File: src/rtl/branch_predictor_if.sv
// Fetch/execute-side signal bundle between the pipeline and the branch predictor.
// The pipeline drives through the master modport; the predictor uses the slave modport.
interface branch_predictor_if #(
  parameter int DWIDTH = 32
);
  logic [DWIDTH-1:0] pc_if;
  logic              pred_taken_if;
  logic [DWIDTH-1:0] pred_target_if;
  logic              valid_ex;
  logic [DWIDTH-1:0] instruction_ex;
  logic [DWIDTH-1:0] pc_ex;
  logic              taken_ex;
  logic [DWIDTH-1:0] target_ex;
  logic              pred_taken_ex;
  logic [DWIDTH-1:0] pred_target_ex;
  logic              mispredict;
  logic [DWIDTH-1:0] redirect_pc;
  logic [31:0]       branch_cnt;
  logic [31:0]       mispredict_cnt;

  modport master (
    output pc_if, valid_ex, instruction_ex, pc_ex, taken_ex, target_ex,
           pred_taken_ex, pred_target_ex,
    input  pred_taken_if, pred_target_if, mispredict, redirect_pc,
           branch_cnt, mispredict_cnt
  );

  modport slave (
    input  pc_if, valid_ex, instruction_ex, pc_ex, taken_ex, target_ex,
           pred_taken_ex, pred_target_ex,
    output pred_taken_if, pred_target_if, mispredict, redirect_pc,
           branch_cnt, mispredict_cnt
  );
endinterface

File: src/rtl/branch_predictor.sv
// Direct-mapped BTB with 2-bit saturating counters: combinational fetch lookup,
// EX-stage training, registered redirect on misprediction and performance counters.
module branch_predictor #(
  parameter int  DWIDTH  = 32,
  parameter int  ENTRIES = 16,
  localparam int IDXW    = $clog2(ENTRIES)
) (
  input logic               clk,
  input logic               rst_n,
  branch_predictor_if.slave bp
);
  localparam int TAGW = DWIDTH - IDXW - 2;

  localparam logic [6:0] OP_BRANCH = 7'b1100011;
  localparam logic [6:0] OP_JAL    = 7'b1101111;
  localparam logic [6:0] OP_JALR   = 7'b1100111;

  localparam logic [1:0] CTR_RESET    = 2'b01;
  localparam logic [1:0] CTR_WEAK_T   = 2'b10;
  localparam logic [1:0] CTR_STRONG_T = 2'b11;

  localparam logic [DWIDTH-1:0] PC_STEP = DWIDTH'(32'd4);

  function automatic logic [1:0] f_ctr_up(input logic [1:0] c);
    logic [1:0] v;
    v = (c == 2'b11) ? 2'b11 : (c + 2'b01);
    return v;
  endfunction

  function automatic logic [1:0] f_ctr_down(input logic [1:0] c);
    logic [1:0] v;
    v = (c == 2'b00) ? 2'b00 : (c - 2'b01);
    return v;
  endfunction

  logic [ENTRIES-1:0]             r_valid;
  logic [ENTRIES-1:0][TAGW-1:0]   r_tag;
  logic [ENTRIES-1:0][DWIDTH-1:0] r_target;
  logic [ENTRIES-1:0][1:0]        r_ctr;

  logic              r_mispredict;
  logic [DWIDTH-1:0] r_redirect_pc;
  logic [31:0]       r_branch_cnt;
  logic [31:0]       r_mispredict_cnt;

  logic [IDXW-1:0]   w_if_idx;
  logic [TAGW-1:0]   w_if_tag;
  logic              w_if_hit;
  logic              w_pred_taken;

  logic [6:0]        w_opcode;
  logic              w_is_branch;
  logic              w_is_jump;
  logic              w_is_cfi;
  logic [IDXW-1:0]   w_ex_idx;
  logic [TAGW-1:0]   w_ex_tag;
  logic              w_ex_hit;

  logic              w_ctr_wr;
  logic              w_alloc;
  logic [1:0]        w_new_ctr;
  logic              w_mis;
  logic [DWIDTH-1:0] w_correct_pc;
  logic              w_unused_bits;

  // Fetch lookup reads only registered state, so a same-cycle update is not seen.
  assign w_if_idx     = bp.pc_if[IDXW+1:2];
  assign w_if_tag     = bp.pc_if[DWIDTH-1:IDXW+2];
  assign w_if_hit     = r_valid[w_if_idx] && (r_tag[w_if_idx] == w_if_tag);
  assign w_pred_taken = w_if_hit && r_ctr[w_if_idx][1];

  assign bp.pred_taken_if  = w_pred_taken;
  assign bp.pred_target_if = w_pred_taken ? r_target[w_if_idx] : {DWIDTH{1'b0}};

  assign w_opcode    = bp.instruction_ex[6:0];
  assign w_is_branch = (w_opcode == OP_BRANCH);
  assign w_is_jump   = (w_opcode == OP_JAL) || (w_opcode == OP_JALR);
  assign w_is_cfi    = w_is_branch || w_is_jump;
  assign w_ex_idx    = bp.pc_ex[IDXW+1:2];
  assign w_ex_tag    = bp.pc_ex[DWIDTH-1:IDXW+2];
  assign w_ex_hit    = r_valid[w_ex_idx] && (r_tag[w_ex_idx] == w_ex_tag);

  assign w_unused_bits = ^{bp.instruction_ex[DWIDTH-1:7], bp.pc_if[1:0]};

  // Training decision: counter write and whether tag/target are (re)allocated.
  always_comb begin
    w_ctr_wr  = 1'b0;
    w_alloc   = 1'b0;
    w_new_ctr = r_ctr[w_ex_idx];
    if (bp.valid_ex && w_is_branch) begin
      if (bp.taken_ex) begin
        w_ctr_wr  = 1'b1;
        w_alloc   = 1'b1;
        w_new_ctr = w_ex_hit ? f_ctr_up(r_ctr[w_ex_idx]) : CTR_WEAK_T;
      end else if (w_ex_hit) begin
        w_ctr_wr  = 1'b1;
        w_new_ctr = f_ctr_down(r_ctr[w_ex_idx]);
      end else begin
        w_ctr_wr  = 1'b0;
      end
    end else if (bp.valid_ex && w_is_jump && bp.taken_ex) begin
      w_ctr_wr  = 1'b1;
      w_alloc   = 1'b1;
      w_new_ctr = CTR_STRONG_T;
    end else begin
      w_ctr_wr  = 1'b0;
      w_alloc   = 1'b0;
    end
  end

  // Misprediction detection and the architecturally correct next PC.
  always_comb begin
    w_mis        = 1'b0;
    w_correct_pc = bp.pc_ex + PC_STEP;
    if (bp.valid_ex) begin
      if (w_is_cfi) begin
        w_mis = (bp.taken_ex != bp.pred_taken_ex) ||
                (bp.taken_ex && bp.pred_taken_ex && (bp.target_ex != bp.pred_target_ex));
        if (bp.taken_ex) begin
          w_correct_pc = bp.target_ex;
        end else begin
          w_correct_pc = bp.pc_ex + PC_STEP;
        end
      end else begin
        w_mis = bp.pred_taken_ex;
      end
    end else begin
      w_mis = 1'b0;
    end
  end

  // BTB storage, written at the edge closing the EX cycle.
  always_ff @(posedge clk or negedge rst_n) begin
    if (!rst_n) begin
      r_valid  <= {ENTRIES{1'b0}};
      r_tag    <= {(ENTRIES*TAGW){1'b0}};
      r_target <= {(ENTRIES*DWIDTH){1'b0}};
      r_ctr    <= {ENTRIES{CTR_RESET}};
    end else begin
      if (w_ctr_wr) begin
        r_ctr[w_ex_idx] <= w_new_ctr;
      end
      if (w_alloc) begin
        r_valid[w_ex_idx]  <= 1'b1;
        r_tag[w_ex_idx]    <= w_ex_tag;
        r_target[w_ex_idx] <= bp.target_ex;
      end
    end
  end

  // Redirect pulse and performance counters; redirect_pc holds between events.
  always_ff @(posedge clk or negedge rst_n) begin
    if (!rst_n) begin
      r_mispredict     <= 1'b0;
      r_redirect_pc    <= {DWIDTH{1'b0}};
      r_branch_cnt     <= 32'd0;
      r_mispredict_cnt <= 32'd0;
    end else begin
      r_mispredict <= w_mis;
      if (w_mis) begin
        r_redirect_pc    <= w_correct_pc;
        r_mispredict_cnt <= r_mispredict_cnt + 32'd1;
      end else begin
        r_redirect_pc    <= r_redirect_pc;
        r_mispredict_cnt <= r_mispredict_cnt;
      end
      if (bp.valid_ex && w_is_cfi) begin
        r_branch_cnt <= r_branch_cnt + 32'd1;
      end else begin
        r_branch_cnt <= r_branch_cnt;
      end
    end
  end

  assign bp.mispredict     = r_mispredict;
  assign bp.redirect_pc    = r_redirect_pc;
  assign bp.branch_cnt     = r_branch_cnt;
  assign bp.mispredict_cnt = r_mispredict_cnt;

endmodule

File: src/flat_wrapper.sv
// flat-port wrapper written by rule: the top's interface ports become plain ports
module branch_predictor_flat 
#(
  parameter int  DWIDTH  = 32,
  parameter int  ENTRIES = 16,
  localparam int IDXW    = $clog2(ENTRIES)
)
  (clk, rst_n, bp_pc_if, bp_valid_ex, bp_instruction_ex, bp_pc_ex, bp_taken_ex, bp_target_ex, bp_pred_taken_ex, bp_pred_target_ex, bp_pred_taken_if, bp_pred_target_if, bp_mispredict, bp_redirect_pc, bp_branch_cnt, bp_mispredict_cnt);
  branch_predictor_if #(.DWIDTH(DWIDTH)) bp_i ();
  input logic clk;
  input logic rst_n;
  input wire logic [$bits(bp_i.pc_if)-1:0] bp_pc_if;
  input wire logic [$bits(bp_i.valid_ex)-1:0] bp_valid_ex;
  input wire logic [$bits(bp_i.instruction_ex)-1:0] bp_instruction_ex;
  input wire logic [$bits(bp_i.pc_ex)-1:0] bp_pc_ex;
  input wire logic [$bits(bp_i.taken_ex)-1:0] bp_taken_ex;
  input wire logic [$bits(bp_i.target_ex)-1:0] bp_target_ex;
  input wire logic [$bits(bp_i.pred_taken_ex)-1:0] bp_pred_taken_ex;
  input wire logic [$bits(bp_i.pred_target_ex)-1:0] bp_pred_target_ex;
  output wire logic [$bits(bp_i.pred_taken_if)-1:0] bp_pred_taken_if;
  output wire logic [$bits(bp_i.pred_target_if)-1:0] bp_pred_target_if;
  output wire logic [$bits(bp_i.mispredict)-1:0] bp_mispredict;
  output wire logic [$bits(bp_i.redirect_pc)-1:0] bp_redirect_pc;
  output wire logic [$bits(bp_i.branch_cnt)-1:0] bp_branch_cnt;
  output wire logic [$bits(bp_i.mispredict_cnt)-1:0] bp_mispredict_cnt;
  assign bp_i.pc_if = bp_pc_if;
  assign bp_i.valid_ex = bp_valid_ex;
  assign bp_i.instruction_ex = bp_instruction_ex;
  assign bp_i.pc_ex = bp_pc_ex;
  assign bp_i.taken_ex = bp_taken_ex;
  assign bp_i.target_ex = bp_target_ex;
  assign bp_i.pred_taken_ex = bp_pred_taken_ex;
  assign bp_i.pred_target_ex = bp_pred_target_ex;
  assign bp_pred_taken_if = bp_i.pred_taken_if;
  assign bp_pred_target_if = bp_i.pred_target_if;
  assign bp_mispredict = bp_i.mispredict;
  assign bp_redirect_pc = bp_i.redirect_pc;
  assign bp_branch_cnt = bp_i.branch_cnt;
  assign bp_mispredict_cnt = bp_i.mispredict_cnt;
  branch_predictor #(.DWIDTH(DWIDTH), .ENTRIES(ENTRIES)) u_core (.clk(clk), .rst_n(rst_n), .bp(bp_i));
endmodule
File: config.mk
export PLATFORM = sky130hd
export DESIGN_NAME = branch_predictor_flat
export DESIGN_NICKNAME = d
export VERILOG_FILES = /design/src/rtl/branch_predictor_if.sv /design/src/rtl/branch_predictor.sv /design/src/flat_wrapper.sv
export SDC_FILE = /design/constraint.sdc
export NUM_CORES = 2
export LEC_CHECK = 0
export CAP_MARGIN = 20
export CORE_MARGIN = 2
export CORE_UTILIZATION = 59
export DETAILED_ROUTE_END_ITERATION = 10
export DONT_BUFFER_PORTS = 1
export GPL_TIMING_DRIVEN = 0
export PLACE_DENSITY = 0.78
export SYNTH_ARGS = -nofsm -noshare
export SYNTH_HDL_FRONTEND = slang
export SYNTH_SLANG_ARGS = --single-unit
File: constraint.sdc
create_clock -name clk -period 6.5 [get_ports clk]
set_input_delay 1.3 -clock clk [delete_from_list [all_inputs] [get_ports clk]]
set_output_delay 1.3 -clock clk [all_outputs]
set_load 0.1 [all_outputs]
Word level (Yosys, flattened, before mapping)
Index checks and enable logic that the tools add are counted.
Storage, ports and cells
  input bits: 165
  output and inout bits: 130
  logic and storage cells: 128
  flip-flop bits (word level): 1073
Cells by class
  order comparisons: 3
  $add $sub $neg: 5
  bitwise operators: 1
  reduce and logical (&&, ||, !) cells: 14
  equal/unequal tests: 8
  muxes and demuxes: 44
Operators by type and width (number)
  512-bit bitwise mux: 1
  416-bit bitwise mux: 1
  26-bit binary-select mux with 4-bit select: 2
  32-bit 2-to-1 mux: 6
  32-bit binary-select mux with 4-bit select: 1
  32-bit demux with 4-bit select: 1
  26-bit demux with 4-bit select: 1
  26-bit 2-to-1 mux: 3
  32-bit by 1-bit adder with 32-bit output (second input constant): 2
  26-bit equality test: 2
  32-bit by 3-bit adder with 32-bit output (second input constant): 1
  32-bit bitwise mux: 1
  32-bit inequality test: 1
  7-bit equality test (second input constant): 3
  2-bit 2-to-1 mux: 10
  2-bit binary-select mux with 4-bit select: 2
  16-bit OR: 1
  1-bit 2-to-1 mux: 11
  1-bit logical AND: 10
  4-bit by 5-bit less-than comparator with 1-bit output (second input constant): 2
  1-bit binary-select mux with 4-bit select: 2
  2-bit demux with 4-bit select: 1
  1-bit demux with 4-bit select: 1
  4-bit by 1-bit greater-or-equal comparator with 1-bit output (second input constant): 1
  other kinds (6): 8

Logic depth before layout (Yosys ltp)
  depth after elaboration: 8
  mapped depth: 15
  depth with buffers taken out: 10

Worst setup path after synthesis
Ideal clock, no wire load.
  kind: input to output
  start point: input port bp_pc_if[2]
  end point: output port bp_pred_target_if[10]
  stages: 10
  data required time: 5200 ps
  path buffers: 4
  slack: -403 ps
  arrival: 5603 ps
  cells stage by stage: clkbuf_1 -> clkbuf_1 -> buf_1 -> mux4_2 -> mux4_2 -> xor2_1 -> nor4_1 -> nand4_1 -> clkbuf_1 -> nor2b_1
Between the ends
  longest elaborated chain between the ends: 6
  elaborated cells between the ends (all ways): 12
  those cells by class: eq/ne (1); mux (9); reduce/logical (2)
RTL lines
  from (decl): RTL line flat_wrapper.sv:12  | input wire logic [$bits(bp_i.pc_if)-1:0] bp_pc_if;
  26-bit binary-select mux with 4-bit select: RTL line branch_predictor.sv:69  | assign w_if_hit = r_valid[w_if_idx] && (r_tag[w_if_idx] == w_if_tag);
  26-bit 2-to-1 mux (implied by the code): RTL line branch_predictor.sv:69
  26-bit equality test: RTL line branch_predictor.sv:69
  1-bit logical AND: RTL line branch_predictor.sv:69
  1-bit logical AND: RTL line branch_predictor.sv:70  | assign w_pred_taken = w_if_hit && r_ctr[w_if_idx][1];
  32-bit 2-to-1 mux *: RTL line branch_predictor.sv:73  | assign bp.pred_target_if = w_pred_taken ? r_target[w_if_idx] : {DWIDTH{1'b0}};
  to (decl): RTL line flat_wrapper.sv:21  | output wire logic [$bits(bp_i.pred_target_if)-1:0] bp_pred_target_if;
Every way passes the cells marked *; elsewhere a longest branch is shown, timed or not. The select of a mux whose other input is x is not followed.

Final worst setup path
  start point: input port bp_pc_if[3]
  end point: output port bp_pred_target_if[4]
The elaborated chain is that of the path after synthesis.

==> run summary <==
Status -> finished clean
Count of state elements after synthesis -> 1073
Peak supply drop -> 0.273 mV
Simple-gate area share of the yosys netlist -> 4.75%
Vert. Die Dim -> 304 microns
Critical path startpoint category -> input pin
Placer Congestion -> 1.02
Clock tree from TritonCTS -> done
Total track usage -> 38.3%
Pre-antenna DRT Iters -> 8
Multiplexer share of the synthesized area -> 35.5%
Compound-gate portion of the synthesized area -> 3.22%
Clk pin slew, worst setup/hold paths -> 0.06 ns
Width of the die -> 304 microns
Lkg Pwr -> 27.7 nW
Cell chain of the critical path -> clkbuf_1 > buf_4 > clkbuf_2 > buf_8 > mux4_2 > mux4_2 > xnor2_4 > nand4_1 > nor3_2 > nand4_1 > buf_8 > clkbuf_8 > nor2b_4
Iteration-0 DRC count of the detailed router -> 4770
Number of clock sinks -> 1073
Comb pwr share -> 7.4%
Number of global-route vias before repair -> 37200
Sw Share -> 26.8%
Starting density of the core -> 59.3%
Detailed-route vias per instance -> 7.07
Maximum buffer depth of the clock tree -> 3
Maximum clock skew at final layout -> 0.0397 ns
Portion of the clock cycle consumed by the worst path in the final layout -> 99.9%
Startpoint of the worst-slack reg-to-reg timing path -> u_core.r_tag[258]
Routed wire length -> 177000 microns
Number of failing hold endpoints at the final stage -> 0
Total internal power -> 11.0 mW
Cell class contributing the biggest share of worst-path delay -> simple AND/OR/NAND/NOR gates
Dominant combinational cell family by area after synthesis -> multiplexers
Crit path buf inv count -> 6
Reg-to-reg slack, setup -> 2.63 ns
Layout cell share with drive strength beyond 1 -> 39.8%
Max incr delay on CP -> 0.55 ns
Cells after Synth -> 3735
Worst slack at placement -> -2.11 ns
Non-filler instance count after layout -> 5172
Kind of capture point of the worst setup path -> primary output
Post-Syn Area -> 0.0533 sq mm
Crit Path Max Fanout -> 10
Unique cell type count in the Yosys netlist -> 65
Placed inst area -> 0.0553 sq mm
Avg Cell Area, Syn -> 14.3 sq um
DP Wirelength -> 120000 microns
Final critical path time including I/O delays and setup -> 6.49 ns
CP max-delay cell -> mux4_2
Maximum clock frequency -> 154 MHz
Worst relative slew slack -> 15.2%
Total of warnings raised by yosys -> 0
Worst EP required -> 5.20 ns
Reg power frac -> 48.7%
Die area -> 0.0927 sq mm
Max-cap violation count -> 0
Category of the most critical setup path -> input pin to primary output
Proportion of register bits with asynchronous set or reset after synthesis -> 100%
Endpoints failing setup -> 0
Adder-cell share of the synthesized area -> 0.164%
Nets in the synthesized netlist -> 3907
DRC viols -> 0
Synth Flop Type -> dfrtp_1
Worst reg-to-reg path cell count -> 8
Cell area after layout -> 0.0597 sq mm
Register area share after synthesis -> 50.5%
Worst Max-Slew Pin Slew -> 1.27 ns
Buffer type at the clock tree root -> clkbuf_16
Slew Limit Fails -> 0
Hold crit path type -> input pin to asynchronous set/reset pin
Worst reg2reg path endpoint -> u_core.r_ctr[16]
Number of buffer cells added on primary ports -> 0
Routed Antenna Nets -> 0
Cell count after placement -> 4940
Reported net switching power -> 4.02 mW
Floorplan row count -> 110
Net total in the final layout -> 4065
Number of enable-type register cells in the synthesized netlist -> 0
Number of buffers created by CTS -> 110
Insertion delay to the later sink of the worst-skew pair -> 0.73 ns
Count of vias placed by the detailed router -> 36600
Core Box Area -> 0.0897 sq mm
Maximum level of the CTS H-tree -> 3
Power density relative to cell area -> 251 mW/mm^2
Growth of design area from synthesis to finish -> 12.2%
First-pass GRT wire length -> 255000 microns
Slack of the critical path -> 0.00827 ns
Number of antenna violations at the first check in global routing -> 15
XOR/XNOR share of the synthesized area -> 2.80%
Critical Path AT -> 5.19 ns
Maximum number of pins on one net before global-route repair -> 1074
I/O pin count -> 295
Clock network power share -> 43.9%
Total congestion overflow -> 0
Average wire per standard cell -> 34.3 microns
[worst reg2reg max path, cell delays in order, from the launching register on]
cell      delay, ns
dfrtp_1        0.40
mux4_1         0.51
mux4_2         0.50
xnor2_1        0.38
nand4_1        0.29
a2111o_1       0.61
o41ai_4        0.62
buf_2          0.34
a31oi_1        0.11
[cells in the mapped netlist (4+ instances only)]
library cell	number	area [sq um]
a21oi_1	9	45.0
a22o_1	6	52.6
a22oi_1	13	97.6
a31oi_1	23	144
and2_1	13	81.3
and3_1	25	156
and4_1	6	52.6
buf_1	64	240
buf_2	15	75.1
buf_4	9	67.6
buf_6	11	124
clkbuf_1	259	972
dfrtp_1	1057	26500
dfstp_2	16	420
ha_1	7	87.6
inv_1	18	67.6
mux2_1	4	45.0
mux2_2	812	9140
mux2_4	4	60.1
mux2i_1	52	521
mux4_1	5	131
mux4_2	401	9030
nand2_1	259	972
nand2b_1	19	119
nand3_1	62	310
nand4_1	30	188
nor2_1	30	113
nor2b_1	44	275
nor3_1	16	80.1
nor4_1	15	93.8
o211ai_1	5	37.5
o21ai_0	203	1020
o22ai_1	5	31.3
xnor2_1	105	920
xor2_1	65	569
[per-layer routing]
| layer | share of wire (%) | track usage (%) | wire length, microns | vias up |
|---|---|---|---|---|
| met5 | 0.15 | 0.362 | 264 | - |
| met4 | 6.4 | 21.1 | 11300 | 20 |
| met3 | 14 | 16.0 | 25100 | 686 |
| met2 | 44 | 55.4 | 77700 | 2573 |
| met1 | 36 | 49.2 | 63000 | 19100 |
| li1 | - | - | - | 14200 |
[how the worst max path moves through the flow]
stage,start,to,slack (ns),depth (start not counted)
6_report,bp_pc_if[3],bp_pred_target_if[4],0.008,13
5_1_grt,bp_pc_if[3],bp_pred_target_if[29],-0.004,13
4_1_cts,bp_pc_if[3],bp_pred_target_if[21],0.01,9
3_5_place_dp,bp_pc_if[2],bp_pred_target_if[3],-2.11,13
3_3_place_gp,bp_pc_if[2],bp_pred_target_if[3],-3.49,11
2_1_floorplan,bp_pc_if[2],bp_pred_target_if[10],-0.40,10
[registers in the layout, summed over array words and instances (netlist names)]
name                      count
u_core.bp.branch_cnt         32
u_core.bp.mispredict_cnt     32
u_core.r_target             512
u_core.bp.redirect_pc        32
u_core.r_valid               16
u_core.bp.mispredict          1
u_core.r_ctr                 32
u_core.r_tag                416
[cells in the final DEF, fill, tap and decap left out, types with 7 or more instances in the layout]
cell type  Yosys  layout
nand3_1       62      62
diode_2        0       9
mux4_2       401     401
nor2_1        30      29
nor2b_4        0      31
buf_4          9      17
ha_1           7       7
buf_16         0      10
buf_2         15      19
xor2_1        65      65
clkbuf_1     259     259
bufinv_16      0       8
nor3_1        16      15
xnor2_1      105     100
dfrtp_1     1057    1057
mux2i_1       52      52
a22oi_1       13      13
dfstp_2       16      16
nand4_1       30      30
clkbuf_16      0     110
a31oi_1       23      23
buf_1         64      53
clkbuf_2       0      14
inv_1         18      17
nor4_1        15      15
clkbuf_8       0      32
nand2_1      259     259
clkinv_2       0      23
mux2_2       812     812
a21oi_1        9       9
buf_6         11      13
nor2b_1       44      12
and2_1        13      13
and3_1        25      25
o21ai_0      203     203
nand2b_1      19      19
buf_8          2      34
[through the flow]
stage               util [%]  setup TNS (ns)  power [mW]  hold slack, ns
floorplan                  -          -12.26        7.94           0.448
global placement        61.0         -110.33        8.28           0.461
detailed placement      61.6          -62.55        8.33           0.471
CTS                     66.2               0        14.8           0.344
global route            66.5        -0.00442        15.3           0.285
finish                  66.6               0        15.0           0.285
[cells by family after synthesis]
| logic type | Yosys count |
|---|---|
| AOI/OAI and AO/OA | 293 |
| xor gates and xnor gates | 170 |
| adders and majority gates | 7 |
| buffers and inverters | 385 |
| DFF | 1073 |
| muxes | 1278 |
| and+or+nand+nor | 529 |
[power groups by stage]
stage / Combinational, mW / Clock (mW) / Sequential (mW)
6_report: 1.11 / 6.58 / 7.29
3_5_place_dp: 0.927 / 0 / 7.40
3_3_place_gp: 0.882 / 0 / 7.40
5_1_grt: 1.16 / 6.83 / 7.30
4_1_cts: 0.942 / 6.57 / 7.28
2_1_floorplan: 0.577 / 0 / 7.36
[area by class of cell]
type,count,area (sq um)
antenna,9,22.5
buffer,364,1680
clock buffer,162,3240
clock inverter,44,494
fill,6283,30000
inverter,21,82.6
multi-input combinational,2277,25100
sequential,1073,26900
tap,1176,1470
timing repair buffer,46,798
[timing repair]
action                                  CTS  global route
gates resized for setup                  86            26
endpoints found under the setup margin   33            32
buffers inserted                          2             0
hold buffers                              0             0
pin swaps                                 4             5
(Power assumes the default switching activity.)
